File: config.mk
export PLATFORM = sky130hd
export DESIGN_NAME = mixcolumns_engine_flat
export DESIGN_NICKNAME = d
export VERILOG_FILES = /design/src/rtl/mixcolumns_engine_pkg.sv /design/src/rtl/mixcolumns_engine_if.sv /design/src/rtl/mixcolumns_engine_mix.sv /design/src/rtl/mixcolumns_engine.sv /design/src/flat_wrapper.sv
export SDC_FILE = /design/constraint.sdc
export NUM_CORES = 1
export LEC_CHECK = 0
export BUFFER_PORTS_ARGS = -buffer_cell sky130_fd_sc_hd__buf_4
export CAP_MARGIN = 20
export CORE_MARGIN = 2
export CORE_UTILIZATION = 40
export CTS_CLUSTER_SIZE = 30
export DETAILED_ROUTE_END_ITERATION = 16
export GPL_ROUTABILITY_DRIVEN = 0
export PLACE_DENSITY = 0.65
export SYNTH_ARGS = -nofsm -noshare
export SYNTH_HDL_FRONTEND = slang
export SYNTH_SLANG_ARGS = --single-unit
File: constraint.sdc
create_clock -name clk -period 3.5 [get_ports clk]
set_input_delay 0.525 -clock clk [delete_from_list [all_inputs] [get_ports clk]]
set_output_delay 0.525 -clock clk [all_outputs]
set_load 0.02 [all_outputs]
File: src/rtl/mixcolumns_engine_pkg.sv
// Shared AES definitions: widths, MixColumns mode encodings, FSM states and
// the GF(2^8) constant-multiplier helpers used by the column transform.
package mixcolumns_engine_pkg;

    localparam int TEXT_WIDTH = 128;
    localparam int BYTE_WIDTH = 8;
    localparam int COL_WIDTH  = 32;

    localparam logic [1:0] MC_FWD = 2'b00;
    localparam logic [1:0] MC_INV = 2'b01;
    localparam logic [1:0] MC_BYP = 2'b10;

    typedef enum logic [1:0] {
        ST_IDLE = 2'b00,
        ST_BUSY = 2'b01,
        ST_DONE = 2'b10
    } mc_state_t;

    function automatic logic [7:0] xtime(input logic [7:0] x);
        return {x[6:0], 1'b0} ^ (x[7] ? 8'h1b : 8'h00);
    endfunction

    // Shift-and-add multiply; with a constant c this folds to an xtime chain.
    function automatic logic [7:0] gmul(input logic [7:0] x, input logic [7:0] c);
        logic [7:0] acc;
        logic [7:0] pw;
        acc = 8'h00;
        pw  = x;
        for (int i = 0; i < 8; i++) begin
            acc = acc ^ (c[i] ? pw : 8'h00);
            pw  = xtime(pw);
        end
        return acc;
    endfunction

    // 2'b11 is folded into bypass.
    function automatic logic mc_is_bypass(input logic [1:0] mode);
        return (mode == MC_BYP) || (mode == 2'b11);
    endfunction

    function automatic logic [COL_WIDTH-1:0] get_col(input logic [TEXT_WIDTH-1:0] s,
                                                     input logic [1:0] idx);
        case (idx)
            2'd0:    get_col = s[127:96];
            2'd1:    get_col = s[95:64];
            2'd2:    get_col = s[63:32];
            default: get_col = s[31:0];
        endcase
    endfunction

    function automatic logic [TEXT_WIDTH-1:0] put_col(input logic [TEXT_WIDTH-1:0] s,
                                                      input logic [1:0] idx,
                                                      input logic [COL_WIDTH-1:0] col);
        logic [TEXT_WIDTH-1:0] r;
        r = s;
        case (idx)
            2'd0:    r[127:96] = col;
            2'd1:    r[95:64]  = col;
            2'd2:    r[63:32]  = col;
            default: r[31:0]   = col;
        endcase
        return r;
    endfunction

endpackage

File: src/rtl/mixcolumns_engine_if.sv
// Valid/ready bus of the MixColumns engine: input state port, result port, busy flag.
interface mixcolumns_engine_if;
    import mixcolumns_engine_pkg::*;

    logic                  in_valid;
    logic                  in_ready;
    logic [1:0]            in_mode;
    logic [TEXT_WIDTH-1:0] in_data;
    logic                  out_valid;
    logic                  out_ready;
    logic [TEXT_WIDTH-1:0] out_data;
    logic                  busy;

    modport master (
        output in_valid, in_mode, in_data, out_ready,
        input  in_ready, out_valid, out_data, busy
    );

    modport slave (
        input  in_valid, in_mode, in_data, out_ready,
        output in_ready, out_valid, out_data, busy
    );

endinterface

File: src/rtl/mixcolumns_engine_mix.sv
// Combinational (Inv)MixColumns of one 32-bit column; row r of the column is byte r.
module mix_single_column
    import mixcolumns_engine_pkg::*;
(
    input  logic [COL_WIDTH-1:0] col_i,
    input  logic                 inv_i,
    output logic [COL_WIDTH-1:0] col_o
);

    logic [BYTE_WIDTH-1:0] a_s    [4];
    logic [BYTE_WIDTH-1:0] b_s    [4];
    logic [BYTE_WIDTH-1:0] coef_s [4];

    // Row r multiplies byte (r+j) by coef[j]: the circulant matrix rotated per row.
    always_comb begin
        for (int r = 0; r < 4; r++) begin
            a_s[r] = col_i[31 - 8*r -: 8];
        end
        if (inv_i) begin
            coef_s = '{8'h0e, 8'h0b, 8'h0d, 8'h09};
        end else begin
            coef_s = '{8'h02, 8'h03, 8'h01, 8'h01};
        end
        for (int r = 0; r < 4; r++) begin
            b_s[r] = 8'h00;
            for (int j = 0; j < 4; j++) begin
                b_s[r] = b_s[r] ^ gmul(a_s[(r + j) % 4], coef_s[j]);
            end
        end
        col_o = {b_s[0], b_s[1], b_s[2], b_s[3]};
    end

endmodule

File: src/rtl/mixcolumns_engine.sv
// Handshaked AES MixColumns / InvMixColumns / bypass stage transforming
// COLS_PER_CYCLE columns of an internal state register per clock.
module mixcolumns_engine
    import mixcolumns_engine_pkg::*;
#(
    parameter int COLS_PER_CYCLE = 1
)
(
    input  logic               clk,
    input  logic               rst,
    mixcolumns_engine_if.slave bus
);

    localparam logic [1:0] CNT_STEP = 2'(COLS_PER_CYCLE);
    localparam logic [1:0] CNT_LAST = 2'(4 - COLS_PER_CYCLE);

    mc_state_t             state_r;
    mc_state_t             state_nx;
    logic [TEXT_WIDTH-1:0] data_r;
    logic [TEXT_WIDTH-1:0] data_nx;
    logic [1:0]            mode_r;
    logic [1:0]            mode_nx;
    logic [1:0]            col_cnt_r;
    logic [1:0]            cnt_nx;
    logic                  out_valid_r;
    logic                  busy_r;
    logic                  in_ready_s;
    logic                  load_s;
    logic [COL_WIDTH-1:0]  col_in_s  [COLS_PER_CYCLE];
    logic [COL_WIDTH-1:0]  col_out_s [COLS_PER_CYCLE];

    // Instance i always works on column col_cnt+i, so the instances never overlap.
    for (genvar gi = 0; gi < COLS_PER_CYCLE; gi++) begin : g_col
        assign col_in_s[gi] = get_col(data_r, col_cnt_r + 2'(gi));
        mix_single_column u_col (
            .col_i (col_in_s[gi]),
            .inv_i (mode_r == MC_INV),
            .col_o (col_out_s[gi])
        );
    end

    // Acceptance: idle, or a result leaving DONE this very edge (zero-bubble).
    always_comb begin
        in_ready_s = (state_r == ST_IDLE) || ((state_r == ST_DONE) && bus.out_ready);
        load_s     = bus.in_valid && in_ready_s;
    end

    // Next-state and datapath update.
    always_comb begin
        state_nx = state_r;
        data_nx  = data_r;
        mode_nx  = mode_r;
        cnt_nx   = col_cnt_r;
        case (state_r)
            ST_IDLE: begin
                if (load_s) begin
                    data_nx  = bus.in_data;
                    mode_nx  = bus.in_mode;
                    cnt_nx   = 2'd0;
                    state_nx = mc_is_bypass(bus.in_mode) ? ST_DONE : ST_BUSY;
                end else begin
                    state_nx = ST_IDLE;
                end
            end
            ST_BUSY: begin
                for (int i = 0; i < COLS_PER_CYCLE; i++) begin
                    data_nx = put_col(data_nx, col_cnt_r + 2'(i), col_out_s[i]);
                end
                cnt_nx = col_cnt_r + CNT_STEP;
                if (col_cnt_r == CNT_LAST) begin
                    state_nx = ST_DONE;
                end else begin
                    state_nx = ST_BUSY;
                end
            end
            ST_DONE: begin
                if (load_s) begin
                    data_nx  = bus.in_data;
                    mode_nx  = bus.in_mode;
                    cnt_nx   = 2'd0;
                    state_nx = mc_is_bypass(bus.in_mode) ? ST_DONE : ST_BUSY;
                end else if (bus.out_ready) begin
                    state_nx = ST_IDLE;
                end else begin
                    state_nx = ST_DONE;
                end
            end
            default: begin
                state_nx = ST_IDLE;
            end
        endcase
    end

    // State register; output flags are registered from the next state.
    always_ff @(posedge clk) begin
        if (rst) begin
            state_r     <= ST_IDLE;
            data_r      <= {TEXT_WIDTH{1'b0}};
            mode_r      <= MC_FWD;
            col_cnt_r   <= 2'd0;
            out_valid_r <= 1'b0;
            busy_r      <= 1'b0;
        end else begin
            state_r     <= state_nx;
            data_r      <= data_nx;
            mode_r      <= mode_nx;
            col_cnt_r   <= cnt_nx;
            out_valid_r <= (state_nx == ST_DONE);
            busy_r      <= (state_nx == ST_BUSY);
        end
    end

    assign bus.in_ready  = in_ready_s;
    assign bus.out_valid = out_valid_r;
    assign bus.out_data  = data_r;
    assign bus.busy      = busy_r;

endmodule

File: src/flat_wrapper.sv
// flat-port wrapper written by rule: the top's interface ports become plain ports
module mixcolumns_engine_flat import mixcolumns_engine_pkg::*;
#(
    parameter int COLS_PER_CYCLE = 1
)
  (clk, rst, bus_in_valid, bus_in_mode, bus_in_data, bus_out_ready, bus_in_ready, bus_out_valid, bus_out_data, bus_busy);
  mixcolumns_engine_if bus_i ();
  input  logic clk;
  input  logic rst;
  input wire logic [$bits(bus_i.in_valid)-1:0] bus_in_valid;
  input wire logic [$bits(bus_i.in_mode)-1:0] bus_in_mode;
  input wire logic [$bits(bus_i.in_data)-1:0] bus_in_data;
  input wire logic [$bits(bus_i.out_ready)-1:0] bus_out_ready;
  output wire logic [$bits(bus_i.in_ready)-1:0] bus_in_ready;
  output wire logic [$bits(bus_i.out_valid)-1:0] bus_out_valid;
  output wire logic [$bits(bus_i.out_data)-1:0] bus_out_data;
  output wire logic [$bits(bus_i.busy)-1:0] bus_busy;
  assign bus_i.in_valid = bus_in_valid;
  assign bus_i.in_mode = bus_in_mode;
  assign bus_i.in_data = bus_in_data;
  assign bus_i.out_ready = bus_out_ready;
  assign bus_in_ready = bus_i.in_ready;
  assign bus_out_valid = bus_i.out_valid;
  assign bus_out_data = bus_i.out_data;
  assign bus_busy = bus_i.busy;
  mixcolumns_engine #(.COLS_PER_CYCLE(COLS_PER_CYCLE)) u_core (.clk(clk), .rst(rst), .bus(bus_i));
endmodule
Word-level counts from Yosys, hierarchy flattened
Cells that the tools add are included.

storage, ports and cells
  flip-flop bits (word level) = 136
  bits of input ports = 134
  output and inout port bits = 131
  word-level logic and storage cells = 364

cells by class
  add/sub/neg operators = 1
  eq/ne operators = 15
  mux-type cells = 172
  bitwise operators = 152
  reduce and logical (&&, ||, !) cells = 15

operator list
  kind                                                                     number
  8-bit bitwise XOR                                                        129
  8-bit 2-to-1 mux                                                         128
  128-bit one-hot mux with 2 select lines                                  1
  8-bit by 5-bit bitwise XOR with 8-bit output                             23
  5-bit 2-to-1 mux                                                         28
  128-bit 2-to-1 mux                                                       1
  32-bit 2-to-1 mux                                                        4
  32-bit one-hot mux with 3 select lines                                   1
  28-bit 2-to-1 mux                                                        1
  2-bit equality test, second input constant                               6
  2-bit 2-to-1 mux                                                         6
  3-bit AND reduction                                                      4
  2-bit by 1-bit equality test with 1-bit output, second input constant    4
  2-bit inequality test, second input constant                             4
  2-bit one-hot mux with 3 select lines                                    1
  2-bit logical NOT                                                        2
  2-bit one-hot mux with 2 select lines                                    1
  2-bit AND reduction                                                      2
  3-bit OR reduction                                                       1
  2-bit by 1-bit adder with 2-bit output, second input constant            1
  1-bit logical AND                                                        2
  1-bit logical OR                                                         2
  2-bit by 1-bit inequality test with 1-bit output, second input constant  1
  2-bit nonzero test                                                       1
  2-bit OR reduction                                                       1

Depth between registers and ports, before layout
  word-level depth = 23
  depth in mapped cells = 14
  mapped depth without buffers = 11

Cells and area by module
A second synthesis with hierarchy kept.

unflattened totals
  cells, all modules = 1,114
  area total of the unflattened synthesis = 11,000.6 µm²

modules (own cells, without submodules)
  module             instances  cells an instance  area each (µm²)  seq. area each (µm²)
  mixcolumns_engine  1          855                8,620.8          2,722.6
  mix_single_column  1          259                2,379.8          0.0

Least setup slack after synthesis
OpenSTA, ideal clock, no wires.

  kind = register -> register
  start = register u_core.col_cnt_r[0]
  end = register u_core.data_r[37] (netlist: u_core.bus.out_data[37])
  library setup time = 134 ps
  arrival = 3,254 ps
  required time = 3,366 ps
  slack = 112 ps
  stages on the path, launching flop included = 13
  period minus slack after synthesis = 3,388 ps
  path through = dfxtp_1 -> inv_1 -> ha_1 -> buf_6 -> a222oi_1 -> xor2_1 -> a21oi_2 -> xor3_1 -> or4_4 -> a21o_1 -> a21oi_1 -> nand3b_4 -> a211oi_2

on the way
  cells in the longest elaborated chain, start to end = 18
  elaborated cells on any way between the ends = 123

ends and longest elaborated chain
  element                                                                                  RTL line                                                  text
  start, declared                                                                          mixcolumns_engine.sv:23                                   logic [1:0] col_cnt_r;
  start signal, assigned                                                                   mixcolumns_engine.sv:107                                  col_cnt_r <= cnt_nx;
  2-bit equality test, or another cell as far along                                        mixcolumns_engine_pkg.sv:43, mixcolumns_engine_pkg.sv:56
  32-bit one-hot mux with 3 select lines                                                   mixcolumns_engine_pkg.sv:43                               case (idx)
  5-bit 2-to-1 mux / 8-bit by 5-bit bitwise XOR with 8-bit output (equally long branches)  mixcolumns_engine_pkg.sv:20                               return {x[6:0], 1'b0} ^ (x[7] ? 8'h1b : 8'h00);
  8-bit by 5-bit bitwise XOR with 8-bit output / 5-bit 2-to-1 mux (equally long branches)  mixcolumns_engine_pkg.sv:20
  8-bit by 5-bit bitwise XOR with 8-bit output (3 in series)                               mixcolumns_engine_pkg.sv:20
  5-bit 2-to-1 mux / 8-bit by 5-bit bitwise XOR with 8-bit output (equally long branches)  mixcolumns_engine_pkg.sv:20
  8-bit by 5-bit bitwise XOR with 8-bit output / 5-bit 2-to-1 mux (equally long branches)  mixcolumns_engine_pkg.sv:20
  8-bit by 5-bit bitwise XOR with 8-bit output                                             mixcolumns_engine_pkg.sv:20
  8-bit 2-to-1 mux / 8-bit by 5-bit bitwise XOR with 8-bit output (equally long branches)  mixcolumns_engine_pkg.sv:30, mixcolumns_engine_pkg.sv:20
  8-bit bitwise XOR / 8-bit 2-to-1 mux (equally long branches)                             mixcolumns_engine_pkg.sv:30                               acc = acc ^ (c[i] ? pw : 8'h00);
  8-bit bitwise XOR                                                                        mixcolumns_engine_pkg.sv:30
  8-bit bitwise XOR (3 in series)                                                          mixcolumns_engine_mix.sv:27                               b_s[r] = b_s[r] ^ gmul(a_s[(r + j) % 4], coef_s[j]);
  32-bit 2-to-1 mux                                                                        mixcolumns_engine_pkg.sv:56                               case (idx)
  128-bit one-hot mux with 2 select lines                                                  mixcolumns_engine.sv:54                                   case (state_r)
  end signal, assigned                                                                     mixcolumns_engine.sv:98                                   data_r <= {TEXT_WIDTH{1'b0}};
  end signal, assigned                                                                     mixcolumns_engine.sv:105                                  data_r <= data_nx;
  end, declared                                                                            mixcolumns_engine.sv:19                                   logic [TEXT_WIDTH-1:0] data_r;

Parallel ways exist; a longest one is shown, timed or not. The select of a mux whose other input is x is not followed.
A chain may end at the register's enable or synchronous reset.

Final worst setup path
  start = register u_core.col_cnt_r[1]
  end = register u_core.data_r[13] (netlist: u_core.bus.out_data[13])

on the way
  cells in the longest elaborated chain, start to end = 18
  elaborated cells on any way between the ends = 124

ends and longest elaborated chain
  element                                                                                   RTL line
  2-bit equality test, or another cell as far along                                         mixcolumns_engine_pkg.sv:43, mixcolumns_engine_pkg.sv:56
  32-bit one-hot mux with 3 select lines                                                    mixcolumns_engine_pkg.sv:43
  5-bit 2-to-1 mux / 8-bit by 5-bit bitwise XOR with 8-bit output (equally long branches)   mixcolumns_engine_pkg.sv:20
  8-bit by 5-bit bitwise XOR with 8-bit output / 5-bit 2-to-1 mux (equally long branches)   mixcolumns_engine_pkg.sv:20
  8-bit by 5-bit bitwise XOR with 8-bit output                                              mixcolumns_engine_pkg.sv:20
  8-bit bitwise XOR / 8-bit by 5-bit bitwise XOR with 8-bit output (equally long branches)  mixcolumns_engine_pkg.sv:20
  8-bit bitwise XOR / 8-bit by 5-bit bitwise XOR with 8-bit output (equally long branches)  n/a
  5-bit 2-to-1 mux, or another cell as far along                                            n/a
  8-bit bitwise XOR, or another cell as far along                                           n/a
  8-bit bitwise XOR / 8-bit by 5-bit bitwise XOR with 8-bit output (equally long branches)  mixcolumns_engine_pkg.sv:20
  8-bit 2-to-1 mux / 8-bit by 5-bit bitwise XOR with 8-bit output (equally long branches)   mixcolumns_engine_pkg.sv:30, mixcolumns_engine_pkg.sv:20
  8-bit bitwise XOR / 8-bit 2-to-1 mux (equally long branches)                              mixcolumns_engine_pkg.sv:30
  8-bit bitwise XOR                                                                         mixcolumns_engine_pkg.sv:30
  8-bit bitwise XOR (3 in series)                                                           mixcolumns_engine_mix.sv:27
  32-bit 2-to-1 mux                                                                         mixcolumns_engine_pkg.sv:56
  128-bit one-hot mux with 2 select lines                                                   mixcolumns_engine.sv:54

Parallel ways exist; a longest one is shown, timed or not. The select of a mux whose other input is x is not followed.

==> reports/results.ini <==
[detailed_routing]
viasPerCell = 5.95
drtIter0Drc = 1266
ant_nets = 0
firstDrtPassIters = 10
totalWireLength_um = 40800
drc_errors = 0
vias = 10274
post_drt_wl_per_cell_um = 23.6

[floorplan]
die_x_um = 156
ios = 265
die_area_um2 = 24300
initial_core_util = 0.407
coreArea_um2 = 22600
row_count = 55
die_height_um = 156

[final_layout]
drive_above_1_share = 0.359
final_cell_mix = 390 x buf_4, 157 x nor2_1, 135 x a21oi_1, 133 x dfxtp_1, 127 x xnor2_1
finish.utilization = 0.581
final_common_cell = buf_4
num_antenna_cells = 0
nNetsFinal = 1566
syn_to_final_growth_pct = 42.7
fillers = 2022
fin_area_um2 = 13100

[pwr]
clkPwrFrac = 0.215
power_switching_mw = 3.33
p_sw_frac = 0.403
vdd.ir_drop.worst_mv = 0.381
sequentialPowerShare = 0.237
power.density_nw_per_um2 = 630
combPwrFrac = 0.548
internal_power_mw = 4.94
leakagePower_nw = 5.57

[logic_synthesis]
synthCells = 1097
yosysSeqAreaShare = 0.296
synth_edf_count = 0
ys.flop_type = dfxtp_1
synth_warnings = 0
synth-xor-area-share = 0.231
synthesis.nets = 1235
synthMuxAreaShare = 0.00897
synth_cell_type_count = 65
synth-async-reset-ratio = 0
synth_fa_ha_area_frac = 0.00543
syn-cell-area_um2 = 9210
synth_compound_area_frac = 0.265
avgSynthCellArea_um2 = 8.40
synth_top_family_by_area = compound AO/OA/AOI/OAI gates
synthSimpleGateAreaFrac = 0.152
ys_ff_latch = 136

[placement]
placed_cell_area_um2 = 12200
pre_cts_slack_ns = -0.142
dp.final_hpwl_um = 30200
port_buffers = 264

[global_route]
grt_pass1_wl_um = 59100
grt_pass1_vias = 9647
grt_usage = 0.321
grt_max_degree = 75
grt-ovfl-total = 0
antenna_found_initial = 0

[min_path]
hp-class = in -> reg
holdPathStages = 3
hp-start = bus_in_data[122]

[worst_setup_path]
reg2reg_from = u_core.col_cnt_r[1]
critPathCaptureType = flop
cp_data_arrival_time_ns = 3.84
critPathMaxFanout = 7
path_class = reg -> reg
crit_start = u_core.col_cnt_r[1]
setup.worst_path.start_class = flop
cp.required_ns = 3.77
r2r_cells = 13

[run_status]
status = complete, but fails checks
violations = setup timing

[sta]
post-route-period-util = 1.02
finalSetupTns_ns = -0.472
fmax_mhz = 281
finalWorstSetupSlack_ns = -0.0624
fin_crit_ns = 3.56
rsz0062_at_grt = yes
slew_viol_final = 0
tightest_slew_ns = 0.876
fin_worst_skew_ns = 0.0138
setup_viol = 20
max_slew_margin = 0.416
hold_viol_final = 0

[clocking]
numCtsBuffers = 17
clock_latency_ns = 0.44
cts.sinks = 136
path_clk_slew_ns = 0.06
cts_tree = done
cts-root-buf = clkbuf_16
htree_levels = 4
cts_buffer_depth = 2

[flow_run]
cap_violations = 0

power groups by stage:
| stage | Combinational [mW] | Sequential, mW | Clock, mW |
|---|---|---|---|
| global placement | 4.16 | 1.99 | 0 |
| finish | 4.53 | 1.96 | 1.78 |
| detailed placement | 4.20 | 1.98 | 0 |
| global route | 4.75 | 1.98 | 1.84 |
| CTS | 4.29 | 1.95 | 1.78 |
| floorplan | 2.52 | 2.11 | 0 |
critical path, stage by stage, from the launching register on:
cell and delay, ns:
dfxtp_2 0.36, inv_4 0.05, ha_4 0.19, buf_12 0.15, a222oi_1 0.58, buf_4 0.27, nor2_1 0.05, mux2_4 0.29
o21a_2 0.26, o22ai_1 0.15, nor3b_2 0.30, xnor3_1 0.40, nand2_1 0.22, a211oi_1 0.11
cell usage after synthesis, drive strengths merged, types with 2 or more instances:
library cell	count	share of area
a211oi	94	0.083
a21o	10	0.0082
a21oi	149	0.084
a221oi	4	0.0038
a222oi	31	0.034
a22oi	2	0.0016
a31oi	5	0.0034
a32o	12	0.013
and2	4	0.0027
and3	8	0.0054
and4	3	0.0029
buf	20	0.012
clkbuf	67	0.027
clkinv	2	0.00082
dfxtp	136	0.30
ha	4	0.0054
inv	6	0.0024
mux2i	6	0.0073
nand2	62	0.026
nand2b	4	0.0035
nand3	7	0.0049
nand3b	3	0.0052
nand4	2	0.0014
nor2	158	0.064
nor2b	24	0.016
nor3	19	0.012
nor3b	2	0.0027
o211ai	3	0.0024
o21a	3	0.0024
o21ai	17	0.011
o221a	4	0.0049
o22ai	7	0.0048
o31ai	4	0.0038
or2	2	0.0014
or3	3	0.0020
xnor2	136	0.13
xnor3	21	0.051
xor2	42	0.042
xor3	3	0.0079
per-layer routing:
metal  share of wire  global-route usage
met1            0.40               0.434
met2            0.46               0.505
met3            0.11              0.0786
met4           0.030               0.106
met5               0                   0
stage by stage:
stage | total power [mW] | hold slack (ns) | std cells
after floorplan | 4.64 | 0.445 | 1097
after global placement | 6.15 | 0.456 | 1678
after detailed placement | 6.18 | 0.459 | 1678
after CTS | 8.02 | 0.319 | 1713
after global routing | 8.57 | 0.330 | 1726
final | 8.27 | 0.330 | 1726
cells by family after synthesis:
kind of cell             count (synthesis)
flip-flops                             136
AND/OR/NAND/NOR                        303
XOR/XNOR                               202
adder cells (fa/ha/maj)                  4
buffers and inverters                   95
AO/OA/AOI/OAI                          350
multiplexers                             7
what timing repair did:
action                                  in CTS  in global routing
cloned                                       0                  2
buffers inserted                             3                 12
hold buffers                                 0                  0
gates resized for setup                      9                 39
hold endpoints to repair                     0                  0
endpoints found under the setup margin      53                121
pin swaps                                    6                 23
registers in the layout, indices dropped and copies added, names as in the netlist:
register and count:
u_core.bus.out_valid 1, u_core.bus.busy 1, u_core.bus.out_data 128, u_core.col_cnt_r 2
u_core.state_r 2, u_core.mode_r 2
layout make-up:
class | instances | area [µm²] | share of cell area
inverter | 8 | 37.5 | 0.00286
timing repair buffer | 399 | 3120 | 0.237
sequential | 136 | 2730 | 0.207
clock buffer | 18 | 429 | 0.0327
multi-input combinational | 866 | 6340 | 0.482
tap | 285 | 357 | 0.0271
clock inverter | 14 | 138 | 0.0105
final timing paths:
check             slack [ns]                       end
setup / recovery       -0.06   u_core.bus.out_data[13]
hold / removal          0.33  u_core.bus.out_data[122]
setup reg to reg       -0.06   u_core.bus.out_data[13]
hold reg to reg         0.47          u_core.mode_r[0]
No activity file was read; power rests on OpenSTA's default activity.
